[config.mk]
export PLATFORM = sky130hd
export DESIGN_NAME = cpu_bus_ctrl
export DESIGN_NICKNAME = d
export VERILOG_FILES = /design/src/rtl/cpu_bus_pkg.sv /design/src/rtl/bus_trace_fifo.sv /design/src/rtl/cpu_bus_ctrl.sv
export SDC_FILE = /design/constraint.sdc
export NUM_CORES = 1
export LEC_CHECK = 0
export BUFFER_PORTS_ARGS = -buffer_cell sky130_fd_sc_hd__buf_2
export CORE_MARGIN = 3
export CORE_UTILIZATION = 41
export CTS_CLUSTER_DIAMETER = 150
export DETAILED_ROUTE_END_ITERATION = 10
export PLACE_DENSITY = 0.86
export SLEW_MARGIN = 20
export SYNTH_ARGS = -nofsm -noshare
export SYNTH_HDL_FRONTEND = slang
export SYNTH_SLANG_ARGS = --single-unit
export TNS_END_PERCENT = 50
[constraint.sdc]
create_clock -name Clk -period 1.52 [get_ports Clk]
set_clock_uncertainty 0.05 [all_clocks]
set_input_delay 0.076 -clock Clk [delete_from_list [all_inputs] [get_ports Clk]]
set_output_delay 0.076 -clock Clk [all_outputs]
set_load 0.02 [all_outputs]
[src/rtl/cpu_bus_pkg.sv]
// rtl/cpu_bus_pkg.sv - shared address map, FSM encoding and trace constants for cpu_bus_ctrl
package cpu_bus_pkg;

    localparam logic [15:0] RAM_BASE  = 16'h0000;
    localparam logic [15:0] RAM_LIMIT = 16'h1FFF;
    localparam logic [15:0] IO_BASE   = 16'h2000;
    localparam logic [15:0] IO_LIMIT  = 16'h200F;
    localparam logic [15:0] ROM_BASE  = 16'h8000;
    localparam logic [15:0] ROM_LIMIT = 16'hFFFF;
    localparam logic [15:0] ERR_CLR   = 16'h200F;

    localparam logic [1:0] ST_IDLE = 2'd0;
    localparam logic [1:0] ST_RD   = 2'd1;
    localparam logic [1:0] ST_WR   = 2'd2;
    localparam logic [1:0] ST_ERR  = 2'd3;

    localparam int TRACE_W     = 25;
    localparam int TRACE_DEPTH = 8;

    function automatic logic in_range(input logic [15:0] a,
                                      input logic [15:0] lo,
                                      input logic [15:0] hi);
        return (a >= lo) && (a <= hi);
    endfunction

endpackage

[src/rtl/bus_trace_fifo.sv]
// rtl/bus_trace_fifo.sv - bus access trace FIFO with sticky overflow
// Ports: Clk, nRst (async active-low); push_i/data_i write side;
//        pop_i/empty_o/data_o read side (data_o shows head); ovf_o sticky drop flag.
module bus_trace_fifo #(
    parameter int DEPTH = 8,
    parameter int WIDTH = 25
) (
    input  logic             Clk,
    input  logic             nRst,
    input  logic             push_i,
    input  logic [WIDTH-1:0] data_i,
    input  logic             pop_i,
    output logic             empty_o,
    output logic [WIDTH-1:0] data_o,
    output logic             ovf_o
);
    localparam int PW = $clog2(DEPTH);
    localparam int CW = PW + 1;

    logic [WIDTH-1:0] mem_q [DEPTH];
    logic [PW-1:0]    wr_ptr_q, wr_ptr_d, rd_ptr_q, rd_ptr_d;
    logic [CW-1:0]    count_q, count_d;
    logic             ovf_q, ovf_d;
    logic             full, do_push, do_pop;

    function automatic logic [PW-1:0] ptr_inc(input logic [PW-1:0] p);
        return (p == PW'(DEPTH - 1)) ? '0 : p + 1'b1;
    endfunction

    assign full    = (count_q == CW'(DEPTH));
    assign do_pop  = pop_i && (count_q != '0);
    // A pop in the same cycle frees the slot, so a push into a full FIFO still lands.
    assign do_push = push_i && (!full || pop_i);

    always_comb begin
        wr_ptr_d = do_push ? ptr_inc(wr_ptr_q) : wr_ptr_q;
        rd_ptr_d = do_pop  ? ptr_inc(rd_ptr_q) : rd_ptr_q;
        count_d  = count_q;
        if (do_push && !do_pop)
            count_d = count_q + 1'b1;
        else if (do_pop && !do_push)
            count_d = count_q - 1'b1;
        ovf_d = ovf_q || (push_i && !do_push);
    end

    always_ff @(posedge Clk or negedge nRst) begin
        if (!nRst) begin
            wr_ptr_q <= '0;
            rd_ptr_q <= '0;
            count_q  <= '0;
            ovf_q    <= 1'b0;
        end else begin
            wr_ptr_q <= wr_ptr_d;
            rd_ptr_q <= rd_ptr_d;
            count_q  <= count_d;
            ovf_q    <= ovf_d;
        end
    end

    always_ff @(posedge Clk) begin
        if (do_push)
            mem_q[wr_ptr_q] <= data_i;
    end

    assign empty_o = (count_q == '0);
    assign data_o  = mem_q[rd_ptr_q];
    assign ovf_o   = ovf_q;

endmodule

[src/rtl/cpu_bus_ctrl.sv]
// rtl/cpu_bus_ctrl.sv - CPU bus decoder/controller for RAM, IO and ROM with error capture
// Ports: Clk, nRst (async active-low); CPU side AB/DB/nRD/nWR/DB_IN;
//        RAM ram_addr/ram_wdata/ram_we/ram_rdata; ROM rom_addr/rom_rdata;
//        IO io_addr/io_wdata/io_we/io_re/io_rdata; bus_err/err_addr error capture;
//        trace_pop/trace_empty/trace_data/trace_ovf only with CPU_BUS_CTRL_TRACE_EN.
// Macro CPU_BUS_CTRL_TRACE_EN adds an 8-entry access trace FIFO.
module cpu_bus_ctrl
    import cpu_bus_pkg::*;
(
    input  logic        Clk,
    input  logic        nRst,
    input  logic [15:0] AB,
    input  logic [7:0]  DB,
    input  logic        nRD,
    input  logic        nWR,
    output logic [7:0]  DB_IN,
    output logic [12:0] ram_addr,
    output logic [7:0]  ram_wdata,
    output logic        ram_we,
    input  logic [7:0]  ram_rdata,
    output logic [14:0] rom_addr,
    input  logic [7:0]  rom_rdata,
    output logic [3:0]  io_addr,
    output logic [7:0]  io_wdata,
    output logic        io_we,
    output logic        io_re,
    input  logic [7:0]  io_rdata,
    output logic        bus_err,
    output logic [15:0] err_addr
`ifdef CPU_BUS_CTRL_TRACE_EN
    ,
    input  logic               trace_pop,
    output logic               trace_empty,
    output logic [TRACE_W-1:0] trace_data,
    output logic               trace_ovf
`endif
);
    logic [1:0]  state;
    logic        sel_ram, sel_io, sel_rom;
    logic        is_rd, is_wr, is_err;
    logic        err_hit, err_clr;
    logic [7:0]  db_in_q, db_in_d;
    logic        bus_err_q, bus_err_d;
    logic [15:0] err_addr_q, err_addr_d;
    logic        err_seen_q, err_seen_d;

    assign sel_ram = in_range(AB, RAM_BASE, RAM_LIMIT);
    assign sel_io  = in_range(AB, IO_BASE, IO_LIMIT);
    assign sel_rom = in_range(AB, ROM_BASE, ROM_LIMIT);

    // State is a pure function of the strobes each cycle; reset forces IDLE,
    // which also gates every enable low while nRst is asserted.
    always_comb begin
        state = ST_IDLE;
        if (nRst) begin
            case ({nRD, nWR})
                2'b01:   state = ST_RD;
                2'b10:   state = ST_WR;
                2'b00:   state = ST_ERR;
                default: state = ST_IDLE;
            endcase
        end
    end

    assign is_rd  = (state == ST_RD);
    assign is_wr  = (state == ST_WR);
    assign is_err = (state == ST_ERR);

    assign ram_addr  = AB[12:0];
    assign rom_addr  = AB[14:0];
    assign io_addr   = AB[3:0];
    assign ram_wdata = DB;
    assign io_wdata  = DB;
    assign ram_we    = is_wr && sel_ram;
    assign io_we     = is_wr && sel_io;
    assign io_re     = is_rd && sel_io;

    // Writes outside RAM/IO (ROM or unmapped) and strobe conflicts are errors;
    // unmapped reads are open bus and are not.
    assign err_hit = is_err || (is_wr && !sel_ram && !sel_io);
    assign err_clr = is_wr && (AB == ERR_CLR);

    always_comb begin
        db_in_d = db_in_q;
        if (is_rd) begin
            if (sel_ram)
                db_in_d = ram_rdata;
            else if (sel_io)
                db_in_d = io_rdata;
            else if (sel_rom)
                db_in_d = rom_rdata;
        end
        bus_err_d = err_clr ? 1'b0 : (bus_err_q || err_hit);
        // err_addr is captured once per reset; a clear of bus_err does not re-arm it.
        err_addr_d = (err_hit && !err_seen_q) ? AB : err_addr_q;
        err_seen_d = err_seen_q || err_hit;
    end

    always_ff @(posedge Clk or negedge nRst) begin
        if (!nRst) begin
            db_in_q    <= 8'h00;
            bus_err_q  <= 1'b0;
            err_addr_q <= 16'h0000;
            err_seen_q <= 1'b0;
        end else begin
            db_in_q    <= db_in_d;
            bus_err_q  <= bus_err_d;
            err_addr_q <= err_addr_d;
            err_seen_q <= err_seen_d;
        end
    end

    assign DB_IN    = db_in_q;
    assign bus_err  = bus_err_q;
    assign err_addr = err_addr_q;

`ifdef CPU_BUS_CTRL_TRACE_EN
    // Read entries record what DB_IN is loaded with (held value on open bus).
    bus_trace_fifo #(
        .DEPTH (TRACE_DEPTH),
        .WIDTH (TRACE_W)
    ) u_trace (
        .Clk     (Clk),
        .nRst    (nRst),
        .push_i  (is_rd || is_wr),
        .data_i  ({is_rd, AB, (is_rd ? db_in_d : DB)}),
        .pop_i   (trace_pop),
        .empty_o (trace_empty),
        .data_o  (trace_data),
        .ovf_o   (trace_ovf)
    );
`endif

endmodule
==> results.md, run 1 <==
* # port buffers at 103
* Post-route fraction of the period consumed by the critical path at 1.021
* Amount of wire on met3 after detailed routing at 471 um
* Post-Route Hold Slack at 0.02641 ns
* Number of vias per cell after detailed routing at roughly 5.2
* Share of flip-flops with an asynchronous set or reset after synthesis at 1.000
* Arrival time of the worst setup path at 1.66 ns
* Vias in the first global route at 1610
* Clock slew seen by the registers of the worst setup and hold paths at 0.10 ns
* Detailed-placement wirelength estimate at 3899 um
* Initial core utilization at 0.4396
* GPL Wtd Cong at 0.8538
* CP required at 1.63 ns
* Detailed Route WL at roughly 5000 um
* Highest routed metal layer: met4
* Worst Slack Setup Final at -0.03241 ns
* Maximum resistive drop on vdd at ~0.57 mV
* Violations in the final reports: setup timing
* Detailed-routing iteration count for the pre-antenna-repair pass at 4
* Most common cell after layout, fill and taps aside: sky130_fd_sc_hd__buf_2
* Delay of the slowest cell on the worst path at ~0.54 ns
* Endpoints failing setup at 18
* Wire length on met1 at 2021 um
* Final routed DRC violation total at 0
* Commonest cells after routing, fill and taps aside: 97 x sky130_fd_sc_hd__buf_2, 28 x sky130_fd_sc_hd__buf_4, 26 x sky130_fd_sc_hd__dfrtp_1
* Crit Path Class: in2reg
* Maximum number of pins on one net before global-route repair at 27
* Crit-path slowest cell: sky130_fd_sc_hd__or4_4
* Detailed-route via count at 1645
* Highest clock frequency the design can meet at approximately 0.64 GHz
* Result of the run: complete, but fails checks
* First-pass GRT wire length at 7741 um
* Routed length on met2 at 2518 um
* Worst Tran Pin Value at 0.3487 ns
* Final global-route overflow total at 0
* Static power due to leakage at 1.317 nW
* Seq cells post-synth at 26
* Clock buffer depth at 2
* Register-to-Register Path Depth at 3
* Worst hold path depth at 2
* Synthesis warning total at 0
* Critical Path Stages at 6
* Number of clock buffers inserted by TritonCTS at 3
* Post-synth top flop: sky130_fd_sc_hd__dfrtp_1
* Num rows at 23
* Clock root buffer: sky130_fd_sc_hd__clkbuf_8
* Number of max-cap violations at 0
* Die Y at around 73 um
* Final hold viol count at 0
* Layout net count at 320
* Post-route cell area at 2442 um^2
* Instance area after placement at 2240 um^2
* Synth Net Count at 233
* Synth unique cells at 32
* RSZ-0062 raised after global routing: true
* Largest driver fanout on the critical path at 10
* Crit path time final at 1.552 ns
* Routed Antenna Nets at 0
* Chip Width at between 70 and 80 um
* Core ar. at ~4100 um^2
* Headroom to the max-slew limit at 0.7675
* H-tree Lvls at 1
* GRT Total Usage at 0.1870
* Classification of the worst-slack hold path: in2reg
* Antenna violations before repair at 0
* Worst-skew pair later-pin latency at 0.27 ns
* Area of the mapped netlist at 1822 um^2
* TritonCTS clock tree: done
* Top-level port count at around 130
* EDFF count, synth at 0
* Cells after Synth at about 180
* Cell-by-cell trace of the critical path: buf_6 -> or4_4 -> nor4_4 -> a211o_1 -> buf_12 -> mux2_4
* Die footprint at ~5300 um^2
* Clock tree sinks at 26
* Final Slew Violations at 0
* Layout overhead on the synthesized area at 34.07%
* CP bufs+invs at 2
* Startpoint kind of the worst setup timing path: input port
* Number of diodes at 0
* Synthesized area divided by synthesized cell count at 10.06 um^2
* Share of layout cells above drive strength 1 at 0.6292
* Setup crit end kind: flip-flop
* Wire length per cell after detailed routing at 15.97 um
* DRC marker count from the first detailed-route iteration at 69
* Power Dens Cells at ~950 nW/um^2
* Sequential cell area fraction in the yosys report at 0.3571
* Top delay family on crit path: simple AND/OR/NAND/NOR gates
## routing by layer
layer,track usage,up-vias
met4,0.07172,0
li1,-,768
met3,0.04545,6
met2,0.3116,92
met5,0,-
met1,0.2326,779
## power by group
part | leakage, nW | switching [mW] | internal [mW] | total [mW]
combinational | 0.963 | 0.466 | 0.378 | 0.844
clock | 0.0357 | 0.235 | 0.352 | 0.587
sequential | 0.319 | 0.0701 | 0.820 | 0.890
total | 1.32 | 0.771 | 1.55 | 2.32
## worst paths after layout
| kind | from | end | slack [ns] |
|---|---|---|---|
| setup reg to reg | err_seen_q$_DFF_PN0_ | err_addr[7]$_DFFE_PN0P_ | 0.21 |
| hold reg to reg | err_seen_q$_DFF_PN0_ | err_seen_q$_DFF_PN0_ | 0.45 |
| max in group asynchronous | nRst | err_addr[12]$_DFFE_PN0P_ | 0.75 |
| hold / removal | AB[2] | err_addr[2]$_DFFE_PN0P_ | 0.03 |
| min in group asynchronous | nRst | err_addr[14]$_DFFE_PN0P_ | 0.41 |
| setup / recovery | AB[6] | err_addr[1]$_DFFE_PN0P_ | -0.03 |
## synth_stat cells (2+ instances only)
master | number | area share
sky130_fd_sc_hd__buf_4 | 48 | 0.20
sky130_fd_sc_hd__clkbuf_1 | 2 | 0.0041
sky130_fd_sc_hd__buf_2 | 3 | 0.0082
sky130_fd_sc_hd__nand4_1 | 2 | 0.0069
sky130_fd_sc_hd__nor2b_1 | 2 | 0.0069
sky130_fd_sc_hd__o31ai_1 | 8 | 0.033
sky130_fd_sc_hd__dfrtp_1 | 26 | 0.36
sky130_fd_sc_hd__o21ai_0 | 8 | 0.022
sky130_fd_sc_hd__nor4_1 | 2 | 0.0069
sky130_fd_sc_hd__o221ai_1 | 7 | 0.034
sky130_fd_sc_hd__inv_1 | 9 | 0.019
sky130_fd_sc_hd__mux2_2 | 6 | 0.037
sky130_fd_sc_hd__a2bb2oi_1 | 8 | 0.038
sky130_fd_sc_hd__nand2_1 | 9 | 0.019
sky130_fd_sc_hd__mux2_4 | 10 | 0.082
sky130_fd_sc_hd__or2_2 | 4 | 0.014
sky130_fd_sc_hd__nor2_1 | 12 | 0.025
## registers in the layout, indices dropped and copies added, names as in the netlist
name	flops
err_seen_q	1
DB_IN	8
bus_err	1
err_addr	16
## through the flow
stage | cells | setup WS [ns] | setup TNS, ns | total power, mW | utilization
after floorplan | 181 | -0.2626 | -3.594 | 1.465 | -
after global placement | 309 | -0.3203 | -7.137 | 1.687 | 0.5405
after detailed placement | 309 | -0.3597 | -7.924 | 1.714 | 0.5405
after CTS | 316 | -0.03634 | -0.3243 | 2.327 | 0.5758
after global routing | 317 | -0.08361 | -0.9863 | 2.450 | 0.5894
final | 317 | -0.03241 | -0.3531 | 2.321 | 0.5894
## kinds of logic after synthesis
kind of cell | count (synthesis) | synth area share
compound gates | 39 | 0.1724
simple gates | 36 | 0.1051
flops | 26 | 0.3571
mux | 16 | 0.1195
buf+inv | 64 | 0.2459
## cell type report
class / count / area, um^2
fill: 379 / 1702
timing repair buffer: 137 / 845.8
multi-input combinational: 91 / 778.2
sequential: 26 / 650.6
tap: 50 / 62.56
clock buffer: 3 / 41.29
inverter: 9 / 33.78
clock inverter: 1 / 30.03
## timing repair
item / 4_1_cts / 5_1_grt
resized for setup: 13 / 11
pin swaps: 5 / 5
endpoints found under the hold margin: 27 / 0
buffers inserted: 1 / 1
hold buffers: 2 / 0
setup endpoints to repair: 18 / 26
(Power assumes the default switching activity.)
==> run 2: changes to the inputs <==
--- a/config.mk
+++ b/config.mk
@@ -5,10 +5,12 @@
 export SDC_FILE = /design/constraint.sdc
 export NUM_CORES = 1
 export LEC_CHECK = 0
+export ABC_AREA = 1
 export BUFFER_PORTS_ARGS = -buffer_cell sky130_fd_sc_hd__buf_2
 export CORE_MARGIN = 3
 export CORE_UTILIZATION = 41
 export CTS_CLUSTER_DIAMETER = 150
+export CTS_CLUSTER_SIZE = 40
 export DETAILED_ROUTE_END_ITERATION = 10
 export PLACE_DENSITY = 0.86
 export SLEW_MARGIN = 20
==> run 2 against run 1 <==
  * The run now ends clean
  * Synthesized cell count rose by 40%
  * First-iteration DRC count fell by 38%
  * Die area fell by 0.88%
  * Area after synthesis fell by 0.96%
  * Routed wire length fell by 8.7%
  * Core utilization fell by 7.5 points
  * Hold slack improved by 0.0035 ns
  * Clock-buffer cell count rose by 1
  * Flip-flop and latch count did not move
  * Fmax rose by 27%
  * Final cell count rose by 16%
  * Critical endpoint is now io_re
==> results.md, run 2 <==
* Worst Slack Setup Final at 0.2968 ns
* CTS resizes at 0
* Post-route fraction of the period consumed by the critical path at 0.8047
* Number of standard cells in the final layout excluding fillers at 367
* Final global-route overflow total at 0
* Highest clock frequency the design can meet at 0.8175 GHz
* Area of the mapped netlist at 1804 um^2
* Chip Width at 72.34 um
* Crit-path slowest cell: sky130_fd_sc_hd__buf_4
* Area share of the leading cell type in the synthesized netlist at 0.3606
* EDFF count, synth at 0
* Die Y at 72.34 um
* Number of clock buffers inserted by TritonCTS at 3
* Share of flip-flops with an asynchronous set or reset after synthesis at 1.000
* RSZ-0062 raised after global routing: false
* Maximum resistive drop on vdd at between 0.4 and 0.5 mV
* Number of max-cap violations at 0
* Placed cells at approximately 360
* Arrival time of the worst setup path at 1.10 ns
* Top cell types by occurrence after synthesis: 85 x sky130_fd_sc_hd__nand2_1, 48 x sky130_fd_sc_hd__buf_4, 29 x sky130_fd_sc_hd__nand3_1
* Startpoint kind of the worst setup timing path: input port
* Clock root buffer: sky130_fd_sc_hd__clkbuf_8
* Commonest cells after routing, fill and taps aside: 103 x sky130_fd_sc_hd__buf_2, 85 x sky130_fd_sc_hd__nand2_1, 29 x sky130_fd_sc_hd__nand3_1
* GRT Total Usage at 0.1773
* Finished Core Util at 0.5144
* Initial core utilization at 0.4384
* Sequential cell area fraction in the yosys report at 0.3606
* Post-Route Hold Slack at 0.02989 ns
* Power Dens Cells at 771.1 nW/um^2
* Largest driver fanout on the critical path at 10
* Synthesis warning total at 0
* Wire length per cell after detailed routing at 12.59 um
* Die footprint at 5232 um^2
* Number of diodes at 0
* Flop2flop setup slack at around 0.55 ns
* Final Slew Violations at 0
* Result of the run: finished clean
* Setup tns final at 0 ns
* Detailed-route via count at 1687
* Clock buffer depth at 2
* Flip-flop count of the largest register, all copies and words added at 16
* Vias in the first global route at between 1500 and 2000
* Detailed-placement wirelength estimate at 3725 um
* Endpoints failing setup at 0
* CP required at 1.39 ns
* Crit Path Class: in2out
* Synth Net Count at 305
* Top-level port count at 128
* TritonCTS clock tree: done
* Headroom to the max-slew limit at 0.7386
* Most common cell after layout, fill and taps aside: sky130_fd_sc_hd__buf_2
* Worst-skew pair later-pin latency at 0.27 ns
* Final hold viol count at 0
* Delay of the slowest cell on the worst path at 0.19 ns
* Post-synth top flop: sky130_fd_sc_hd__dfrtp_1
* Worst Tran Pin Value at about 0.39 ns
* Layout net count at 370
* Detailed-routing iteration count for the pre-antenna-repair pass at 4
* Detailed Route WL at 4620 um
* Antenna violations before repair at 0
* # port buffers at 103
* Clock slew seen by the registers of the worst setup and hold paths at 0.09 ns
* Buffers inserted by post-CTS timing repair at 0
* Num rows at 23
* Crit path time final at 1.223 ns
* Final routed DRC violation total at 0
* Seq cells post-synth at 26
* Synth unique cells at 20
* GPL Wtd Cong at 0.8041
* Cell-by-cell trace of the critical path: buf_2 -> nor2_1 -> nand2_1 -> inv_1 -> nand3_2 -> buf_4 -> nor2_1 -> buf_2
* Core ar. at 4115 um^2
* Post-place setup slack at 0.1526 ns
* Maximum number of pins on one net before global-route repair at 25
* H-tree Lvls at 1
* Static power due to leakage at 1.332 nW
* Synthesized area divided by synthesized cell count at 7.131 um^2
* DRC marker count from the first detailed-route iteration at 43
* Cell type contributing the most total cell area after synthesis: sky130_fd_sc_hd__dfrtp_1
* Setup crit end kind: primary output
* Routed Antenna Nets at 0
* Number of vias per cell after detailed routing at 4.597
* Clock tree sinks at 26
* Layout overhead on the synthesized area at 17.34%
* Classification of the worst-slack hold path: in2reg
* Leading post-synthesis cells by cell area: sky130_fd_sc_hd__dfrtp_1 36%, sky130_fd_sc_hd__buf_4 20%, sky130_fd_sc_hd__nand2_1 18%, sky130_fd_sc_hd__nand3_1 8.0%, sky130_fd_sc_hd__inv_1 5.6%
* First-pass GRT wire length at between 7000 and 8000 um
* Number of buffers added to fix hold violations after cts at 2
* Dominant cell by count in the synthesized netlist: sky130_fd_sc_hd__nand2_1
* Cells after Synth at 253
* Share of layout cells above drive strength 1 at 0.3975
run 2: worst max-delay path: cells and delay by family:
kind	cells	cell delay, ns
buffers and inverters	4	0.60
and+or+nand+nor	4	0.42
run 2: path summary, 6_finish.rpt:
| kind | cells after the start | end | start |
|---|---|---|---|
| worst max register to register | 3 | err_addr[14]$_DFFE_PN0P_ | err_seen_q$_DFF_PN0_ |
| worst max-delay path | 8 | io_re | AB[11] |
| worst min-delay path | 3 | err_addr[10]$_DFFE_PN0P_ | AB[10] |
| min in group asynchronous | 3 | DB_IN[5]$_DFFE_PN0P_ | nRst |
| worst min register to register | 2 | err_addr[8]$_DFFE_PN0P_ | err_addr[8]$_DFFE_PN0P_ |
| max in group asynchronous | 3 | err_addr[14]$_DFFE_PN0P_ | nRst |
run 2: layout make-up:
cell class,count,area [um^2]
clock buffer,4,55.05
multi-input combinational,144,644.4
sequential,26,650.6
fill,415,1998
tap,50,62.56
timing repair buffer,112,588.1
inverter,31,116.4
run 2: kinds of logic (layout without fill, tap and decap cells):
group,count (synthesis),in the layout,share of synthesized area
compound gates,11,11,0.03745
flops,26,26,0.3606
simple gates,133,133,0.3197
buf+inv,83,147,0.2822
run 2: metrics by stage:
stage | total power, mW | cell area, um^2
final | 1.632 | 2117
after floorplan | 1.118 | 1804
after detailed placement | 1.203 | 2042
after global placement | 1.193 | 2042
after CTS | 1.648 | 2117
after global routing | 1.737 | 2117
run 2: report_power, final:
part | leakage (nW) | switching [mW] | internal (mW)
registers | 0.342 | 0.0251 | 0.734
clock network | 0.0288 | 0.212 | 0.231
logic | 0.961 | 0.276 | 0.154
total | 1.33 | 0.513 | 1.12
run 2: per-layer routing:
layer | up-vias | share of wire | GRT usage | wire [um]
li1 | 852 | - | - | -
met1 | 742 | 0.41 | 0.1997 | 1882
met2 | 87 | 0.48 | 0.3337 | 2234
met3 | 6 | 0.10 | 0.04709 | 464
met4 | 0 | 0.0082 | 0.03340 | 38
met5 | - | 0 | 0 | 0
